### src/rtl/iob_mtimer_resp.sv
`timescale 1ns/1ps
// Native-bus machine timer (msip, mtimecmp, mtime) with a prescaled mtime tick.
// Latency: response one cycle after the request is sampled; mtip lags register state by one cycle.
// Backpressure: none, so a request is accepted every cycle valid is high. Optional MTIME_LATCH_EN adds a tear-free mtime hi shadow.
module iob_mtimer_resp #(
  parameter int ADDR_W   = 16,
  parameter int DATA_W   = 32,
  parameter int PRESCALE = 100
) (
  input  logic                clk,
  input  logic                reset,
  input  logic                valid,
  input  logic [ADDR_W-1:0]   address,
  input  logic [DATA_W-1:0]   wdata,
  input  logic [DATA_W/8-1:0] wstrb,
  output logic [DATA_W-1:0]   rdata,
  output logic                ready,
  output logic                mtip,
  output logic                msip
);

  // Word-address decode constants (byte offsets shifted down by 2).
  localparam int WA_W = ADDR_W - 2;
  localparam logic [WA_W-1:0] WA_MSIP    = WA_W'(16'h0000 >> 2);
  localparam logic [WA_W-1:0] WA_CMP_LO  = WA_W'(16'h4000 >> 2);
  localparam logic [WA_W-1:0] WA_CMP_HI  = WA_W'(16'h4004 >> 2);
  localparam logic [WA_W-1:0] WA_TIME_LO = WA_W'(16'hBFF8 >> 2);
  localparam logic [WA_W-1:0] WA_TIME_HI = WA_W'(16'hBFFC >> 2);

  // Prescaler counter sizing; a PRESCALE of 1 still needs a 1-bit counter.
  localparam int PW = (PRESCALE > 1) ? $clog2(PRESCALE) : 1;
  localparam logic [PW-1:0] PMAX = PW'(PRESCALE - 1);

  logic [WA_W-1:0]   word_addr;
  logic              req_wr;
  logic              req_rd;
  logic              sel_msip;
  logic              sel_cmp_lo;
  logic              sel_cmp_hi;
  logic              sel_time_lo;
  logic              sel_time_hi;
  logic              wr_msip;
  logic              wr_cmp_lo;
  logic              wr_cmp_hi;
  logic              wr_time_lo;
  logic              wr_time_hi;
  logic [PW-1:0]     presc_cnt;
  logic              tick;
  logic [63:0]       mtime;
  logic [63:0]       mtimecmp;
  logic              msip_q;
  logic [DATA_W-1:0] time_hi_rd;
  logic [DATA_W-1:0] rd_val;
  logic              unused_addr_lsb;

  // Byte lanes below word granularity carry no meaning for this map.
  assign unused_addr_lsb = ^address[1:0];

  // Merge write data into an existing word under the byte enables.
  function automatic logic [DATA_W-1:0] merge_bytes(
    input logic [DATA_W-1:0]   old_v,
    input logic [DATA_W-1:0]   new_v,
    input logic [DATA_W/8-1:0] be
  );
    logic [DATA_W-1:0] r;
    r = old_v;
    for (int i = 0; i < DATA_W/8; i++) begin
      if (be[i]) begin
        r[8*i +: 8] = new_v[8*i +: 8];
      end
    end
    return r;
  endfunction

  assign word_addr = address[ADDR_W-1:2];
  assign req_wr    = valid && (wstrb != '0);
  assign req_rd    = valid && (wstrb == '0);

  assign sel_msip    = (word_addr == WA_MSIP);
  assign sel_cmp_lo  = (word_addr == WA_CMP_LO);
  assign sel_cmp_hi  = (word_addr == WA_CMP_HI);
  assign sel_time_lo = (word_addr == WA_TIME_LO);
  assign sel_time_hi = (word_addr == WA_TIME_HI);

  assign wr_msip    = req_wr && sel_msip && wstrb[0];
  assign wr_cmp_lo  = req_wr && sel_cmp_lo;
  assign wr_cmp_hi  = req_wr && sel_cmp_hi;
  assign wr_time_lo = req_wr && sel_time_lo;
  assign wr_time_hi = req_wr && sel_time_hi;

  assign tick = (presc_cnt == PMAX);

  // Prescaler free-runs 0..PRESCALE-1; bus writes never disturb its phase.
  always_ff @(posedge clk or negedge reset) begin
    if (!reset) begin
      presc_cnt <= '0;
    end else if (tick) begin
      presc_cnt <= '0;
    end else begin
      presc_cnt <= presc_cnt + PW'(1);
    end
  end

  // mtime: a bus write to either half takes priority and suppresses that cycle's increment.
  always_ff @(posedge clk or negedge reset) begin
    if (!reset) begin
      mtime <= '0;
    end else if (wr_time_lo || wr_time_hi) begin
      if (wr_time_lo) begin
        mtime[31:0] <= merge_bytes(mtime[31:0], wdata, wstrb);
      end
      if (wr_time_hi) begin
        mtime[63:32] <= merge_bytes(mtime[63:32], wdata, wstrb);
      end
    end else if (tick) begin
      mtime <= mtime + 64'd1;
    end
  end

  // mtimecmp halves, byte-granular writes; resets to all ones so mtip starts low.
  always_ff @(posedge clk or negedge reset) begin
    if (!reset) begin
      mtimecmp <= '1;
    end else begin
      if (wr_cmp_lo) begin
        mtimecmp[31:0] <= merge_bytes(mtimecmp[31:0], wdata, wstrb);
      end
      if (wr_cmp_hi) begin
        mtimecmp[63:32] <= merge_bytes(mtimecmp[63:32], wdata, wstrb);
      end
    end
  end

  // Software interrupt bit, only the lowest byte lane reaches it.
  always_ff @(posedge clk or negedge reset) begin
    if (!reset) begin
      msip_q <= 1'b0;
    end else if (wr_msip) begin
      msip_q <= wdata[0];
    end
  end

  assign msip = msip_q;

  // Registered level compare; follows register updates one cycle later.
  always_ff @(posedge clk or negedge reset) begin
    if (!reset) begin
      mtip <= 1'b0;
    end else begin
      mtip <= (mtime >= mtimecmp);
    end
  end

`ifdef MTIME_LATCH_EN
  logic [31:0] time_hi_shadow;

  // A lo read snapshots the live upper half so the following hi read cannot tear.
  always_ff @(posedge clk or negedge reset) begin
    if (!reset) begin
      time_hi_shadow <= '0;
    end else if (req_rd && sel_time_lo) begin
      time_hi_shadow <= mtime[63:32];
    end
  end

  assign time_hi_rd = time_hi_shadow;
`else
  assign time_hi_rd = mtime[63:32];
`endif

  // Read mux over pre-edge register state; unmapped words read zero.
  always_comb begin
    rd_val = '0;
    if (sel_msip) begin
      rd_val = {{(DATA_W-1){1'b0}}, msip_q};
    end else if (sel_cmp_lo) begin
      rd_val = mtimecmp[31:0];
    end else if (sel_cmp_hi) begin
      rd_val = mtimecmp[63:32];
    end else if (sel_time_lo) begin
      rd_val = mtime[31:0];
    end else if (sel_time_hi) begin
      rd_val = time_hi_rd;
    end
  end

  // One-cycle response strobe per request; rdata only moves on reads and holds otherwise.
  always_ff @(posedge clk or negedge reset) begin
    if (!reset) begin
      ready <= 1'b0;
      rdata <= '0;
    end else begin
      ready <= valid;
      if (req_rd) begin
        rdata <= rd_val;
      end
    end
  end

endmodule

### config.mk
export PLATFORM = sky130hd
export DESIGN_NAME = iob_mtimer_resp
export DESIGN_NICKNAME = d
export VERILOG_FILES = /design/src/rtl/iob_mtimer_resp.sv
export SDC_FILE = /design/constraint.sdc
export NUM_CORES = 1
export LEC_CHECK = 0
export ABC_AREA = 1
export CORE_MARGIN = 4
export CORE_UTILIZATION = 40
export CTS_BUF_LIST = sky130_fd_sc_hd__clkbuf_16
export CTS_CLUSTER_DIAMETER = 150
export DETAILED_ROUTE_END_ITERATION = 8
export SLEW_MARGIN = 20
export SYNTH_ARGS = -nofsm -noshare
export SYNTH_HDL_FRONTEND = slang
export SYNTH_SLANG_ARGS = --single-unit
### constraint.sdc
create_clock -name clk -period 2.3 [get_ports clk]
set_clock_uncertainty 0.2 [all_clocks]
set_input_delay 0.345 -clock clk [delete_from_list [all_inputs] [get_ports clk]]
set_output_delay 0.345 -clock clk [all_outputs]
set_load 0.05 [all_outputs]
* Yosys cells after proc, flatten, opt, wreduce, memory -nomap -nowiden
Cells that the tools add are included.
** Storage, ports and cells
- Word-level logic and storage cells :: 78
- Bits in registers :: 170
- Bits of input ports :: 55
** Operators by class
- Multiplexer cells :: 14
- Eq/ne operators :: 11
- Add/sub/neg operators :: 2
- Reductions and logical operators :: 29
- Order comparisons :: 1
** Operators with widths (count)
- 2-to-1 mux 32 bit :: 7
- 2-to-1 mux 64 bit :: 2
- adder 64 x 1 -> 64 bit (second input constant) :: 1
- greater-or-equal comparator 64 bit :: 1
- 2-to-1 mux 8 bit :: 4
- == test 14 x 13 -> 1 bit (second input constant) :: 2
- == test 14 bit (second input constant) :: 2
- AND reduction 3 bit :: 8
- AND reduction 2 bit :: 8
- logical NOT 14 bit :: 1
- != test 2 bit (second input constant) :: 6
- logical AND 1 bit :: 8
- adder 7 x 1 -> 7 bit (second input constant) :: 1
- == test 7 bit (second input constant) :: 1
- 2-to-1 mux 7 bit :: 1
- logical NOT 4 bit :: 1
- nonzero test 4 bit :: 1
- nonzero test 2 bit :: 1
- logical OR 1 bit :: 1

* Depth between registers and ports, before layout
- Depth after elaboration :: 6
- Gate-level depth with buffers :: 15
- Mapped depth without buffers :: 15

* Least setup slack after synthesis
OpenSTA, ideal clock, no wires.
- Kind :: register -> register
- From :: register mtime[1]
- To :: register mtime[32]
- Cell stages (with the launch flop) :: 12
- Path slack :: 0.349 ns
- Arrival :: 1.635 ns
- Required time :: 1.984 ns
- Cell sequence :: dfrtp_1 -> ha_1 -> inv_1 -> nor2_1 -> nand2_1 -> nor2_1 -> nand2_1 -> xnor2_1 -> nand2_1 -> nand2_1 -> nand2_1 -> nand2_1
** On the way
- Cells in the longest elaborated chain, start to end :: 3
** RTL lines
- start, declared :: RTL line 49 : logic [63:0] mtime;
- start signal, assigned :: RTL line 110 : mtime[31:0] <= merge_bytes(mtime[31:0], wdata, wstrb);
- start signal, assigned :: RTL line 116 : mtime <= mtime + 64'd1;
- adder 64 x 1 -> 64 bit :: RTL line 116
- 2-to-1 mux 64 bit :: RTL line 115 : end else if (tick) begin
- 2-to-1 mux 64 bit :: RTL line 108 : end else if (wr_time_lo || wr_time_hi) begin
No other way between the ends. The select of a mux whose other input is x is not followed.
A chain may end at the register's enable or synchronous reset.

* Final worst setup path
- From :: register mtimecmp[42]
- To :: register mtip
** On the way
- Cells in the longest elaborated chain, start to end :: 1
** RTL lines
- start, declared :: RTL line 50 : logic [63:0] mtimecmp;
- start signal, assigned :: RTL line 129 : mtimecmp[63:32] <= merge_bytes(mtimecmp[63:32], wdata, wstrb);
- greater-or-equal comparator 64 bit :: RTL line 150 : mtip <= (mtime >= mtimecmp);
- end signal, assigned :: RTL line 150
- end, declared :: RTL line 18 : output logic mtip,
No other way between the ends.

==> reports/metrics.yaml <==
outcome: "complete, no violations"
place_area_mm2: 0.01491
top_level_ports: 90
cp_startpoint_kind: "flop"
seq_area_frac_synth_pct: 35.07
rsz0062_at_grt: "no"
die_area_mm2: 0.03377
postSynth.topFlopCell: "sky130_fd_sc_hd__dfrtp_1"
iteration_count_of_the_initial_detailed_routing_pass: 6
hold_class: "input port to asynchronous set/reset pin"
maximum_buffer_depth_of_the_clock_tree: 2
drt_drc_violations_left: 0
synth_top_family_by_area: "simple AND/OR/NAND/NOR gates"
effective_utilization_at_floorplan_pct: 40.50
timing.setup.tns_ns: 0
cts_root_buf: "sky130_fd_sc_hd__clkbuf_16"
drive_above_1_share_pct: 15.26
max_freq_mhz: 444.9
port-buffer-count: 87
syn_area_per_cell_um2: 6.573
synthMostInstantiatedCell: "sky130_fd_sc_hd__nand2_1"
post_synth_xor_area_fraction_pct: 2.410
crit_fanout: 3
post_synth_main_area_contributors: "sky130_fd_sc_hd__nand2_1 22%, sky130_fd_sc_hd__dfrtp_1 21%, sky130_fd_sc_hd__dfstp_2 14%"
synth_edf_count: 0
worst_setup_hold_path_clk_slew_ns: 0.08
p_per_area_mw_per_mm2: 398.6
power.net_switching_mw: 1.568
die_width_um: 183.8
post-route-cell-area_mm2: 0.01551
ys_top_cells_by_count: "726 x sky130_fd_sc_hd__nand2_1, 227 x sky130_fd_sc_hd__nor2_1, 191 x sky130_fd_sc_hd__inv_1, 116 x sky130_fd_sc_hd__o21ai_0, 106 x sky130_fd_sc_hd__dfrtp_1"
post_synth_simple_gate_area_pct: 34.59
pwr-share-comb_pct: 5.9
grt_max_degree: 50
postSynthCellCount: 1880
synth.top_cell.area_share_pct: 22.05
antenna_found_initial: 1
synth_compound_gate_area_share_pct: 12.56
weighted_congestion_at_the_end_of_routability_driven_global_placement: 0.9733
clock_power_share_pct: 45.6
drt_first_iter_violations: 1136
clock_sinks: 170
internal-power_mw: 4.615
post_synth_fa_ha_maj_area_fraction_pct: 6.683
worst_ep_required_time_ns: 2.42
p_leak_nw: 7.310
globalRouteTotalUtil_pct: 26.52
finalCriticalPeriod_ns: 2.248
worstSetupPathType: "flop to flop"
first_global_vias: 12216
via_total_after_detailed_routing: 12768
final_core_utilization_pct: 50.83
layout-area-overhead-vs-synth_pct: 25.51
final-setup-viol-count: 0
max_slew_margin_pct: 62.99
period_share_pct: 97.73
core_mm2: 0.03051
number_of_pins_with_negative_max_slew_slack_in_the_final_report: 0
syn_nets: 2001
cts_buffers: 17
hold_viol_final: 0
seq_power_share_pct: 48.6
worst_setup_path_end_kind: "flop"
grt.overflow.total: 0
library_cell_occupying_the_most_area_in_the_post_synthesis_netlist: "sky130_fd_sc_hd__nand2_1"
antenna_left: 0
power_switching_share_pct: 25.36
count_of_different_cell_masters_after_synthesis: 41
fp-row-count: 64
worst_skew_pair.late_latency_ns: 0.47
worst_pin_slew_ns: 0.5501
vias_per_cell: 5.083
post_cts.repair.setup_buffers: 0
place.detailed.hpwl_um: 35750
grt_first_pass_wirelength_um: 69160
whs_ns: 0.2014
insertedDiodeCount: 0
drt_wl_total_um: 44450
wl_per_cell_um: 17.69
tot_pwr_mw: 6.182
h_tree_level_count: 4
finish.net_count: 2224
synthArstFlopShare_pct: 100.0
synth_area_mm2: 0.01236
ir_worst_vdd_mv: 0.5389
dieHeight_um: 183.8
cts_tree: "done"
crit_arrival_ns: 2.36
yosysWarningCount: 0
timing.max_cap.violations: 0
synth.area.mux_share_pct: 0.1620
ys_seq_elements: 170
-- cell families after synthesis --
logic type	count (synthesis)
compound gates	299
xor+xnor	34
fa+ha+maj	66
buf+inv	250
flops	170
mux	2
simple gates	1059
-- cell usage in the layout (no fill, tap or decap), drive strengths merged --
cell type      synthesis  layout
nor3b                  1       1
nand2                746     746
o21bai                 1       1
a21oi                 88      88
bufinv                 0       1
dfrtp                106     106
clkinv                 0       9
nand3b                 2       2
dlygate4sd3            0       1
nor3                   8       8
o21a                   4       4
mux2i                  2       2
clkdlybuf4s50          0      86
a21o                   1       1
xor2                  10      10
xnor2                 24      24
o2111ai                1       1
inv                  204     205
ha                    66      66
dfstp                 64      64
nor2                 239     239
buf                   34     163
nand3                 40      40
and3                   1       1
o21ai                203     203
nand4                 19      19
nor4                   2       2
clkbuf                12      17
clkinvlp               0       4
and2                   1       1
o211ai                 1       1
-- path summary, 6_finish.rpt --
path / from / end / slack (ns) / cells after the start
max reg2reg: mtimecmp[42]$_DFFE_PN1P_ / mtip$_DFF_PN0_ / 0.05 / 8
min in group clk: presc_cnt[0]$_DFF_PN0_ / presc_cnt[0]$_DFF_PN0_ / 0.26 / 1
max in group asynchronous: reset / mtimecmp[54]$_DFFE_PN1P_ / 0.87 / 3
min reg2reg: presc_cnt[0]$_DFF_PN0_ / presc_cnt[0]$_DFF_PN0_ / 0.26 / 1
min: reset / presc_cnt[5]$_DFF_PN0_ / 0.20 / 2
max: mtimecmp[42]$_DFFE_PN1P_ / mtip$_DFF_PN0_ / 0.05 / 8
-- final cells by class --
class                           instances  area, um2
Clock buffer                           17      425.4
Clock inverter                         15      111.4
Fill cell                            3069      15000
Inverter                              204      778.2
Multi-Input combinational cell       1460       7025
Sequential cell                       170       4337
Tap cell                              396      495.5
Timing Repair Buffer                  250       2336
-- per-layer routing --
metal,part of all wire [%],GRT usage (%)
met5,0.058,0
met4,1.5,6.182
met3,5.4,4.353
met2,46,43.34
met1,47,37.13
-- per-stage QoR --
| step | setup WS, ns | instances |
|---|---|---|
| 2_1_floorplan | 0.3489 | 1880 |
| 5_1_grt | 0.003246 | 2512 |
| 6_report | 0.05215 | 2512 |
| 3_5_place_dp | -0.4038 | 2479 |
| 3_3_place_gp | -0.3681 | 2479 |
| 4_1_cts | 0.04206 | 2512 |
-- what timing repair did --
action | CTS | global route
gates resized for setup | 1 | 18
hold buffers | 1 | 0
endpoints found under the hold margin | 28 | 0
setup endpoints to repair | 1 | 49
-- critical path, cell delays in order (launching register included) --
cell and delay [ns]:
sky130_fd_sc_hd__dfstp_2 0.58, sky130_fd_sc_hd__inv_1 0.06, sky130_fd_sc_hd__ha_1 0.26, sky130_fd_sc_hd__nand2_1 0.09, sky130_fd_sc_hd__o21ai_0 0.11, sky130_fd_sc_hd__a21oi_1 0.31
sky130_fd_sc_hd__nand2_1 0.19, sky130_fd_sc_hd__a21oi_1 0.17, sky130_fd_sc_hd__nand3_1 0.12
-- registers in the layout, indices dropped and copies added, names as in the netlist --
name,cells
mtimecmp,64
mtime,64
mtip,1
rdata,32
msip,1
ready,1
presc_cnt,7
-- power groups by stage --
| stage | Sequential (mW) | Clock (mW) | Combinational (mW) |
|---|---|---|---|
| after floorplan | 3.06 | 0 | 0.0723 |
| after global placement | 3.05 | 0 | 0.358 |
| after detailed placement | 3.06 | 0 | 0.361 |
| after CTS | 3.00 | 2.85 | 0.364 |
| after global routing | 3.00 | 2.96 | 0.395 |
| final | 3.00 | 2.82 | 0.362 |
Power figures use the tool's default switching activity.
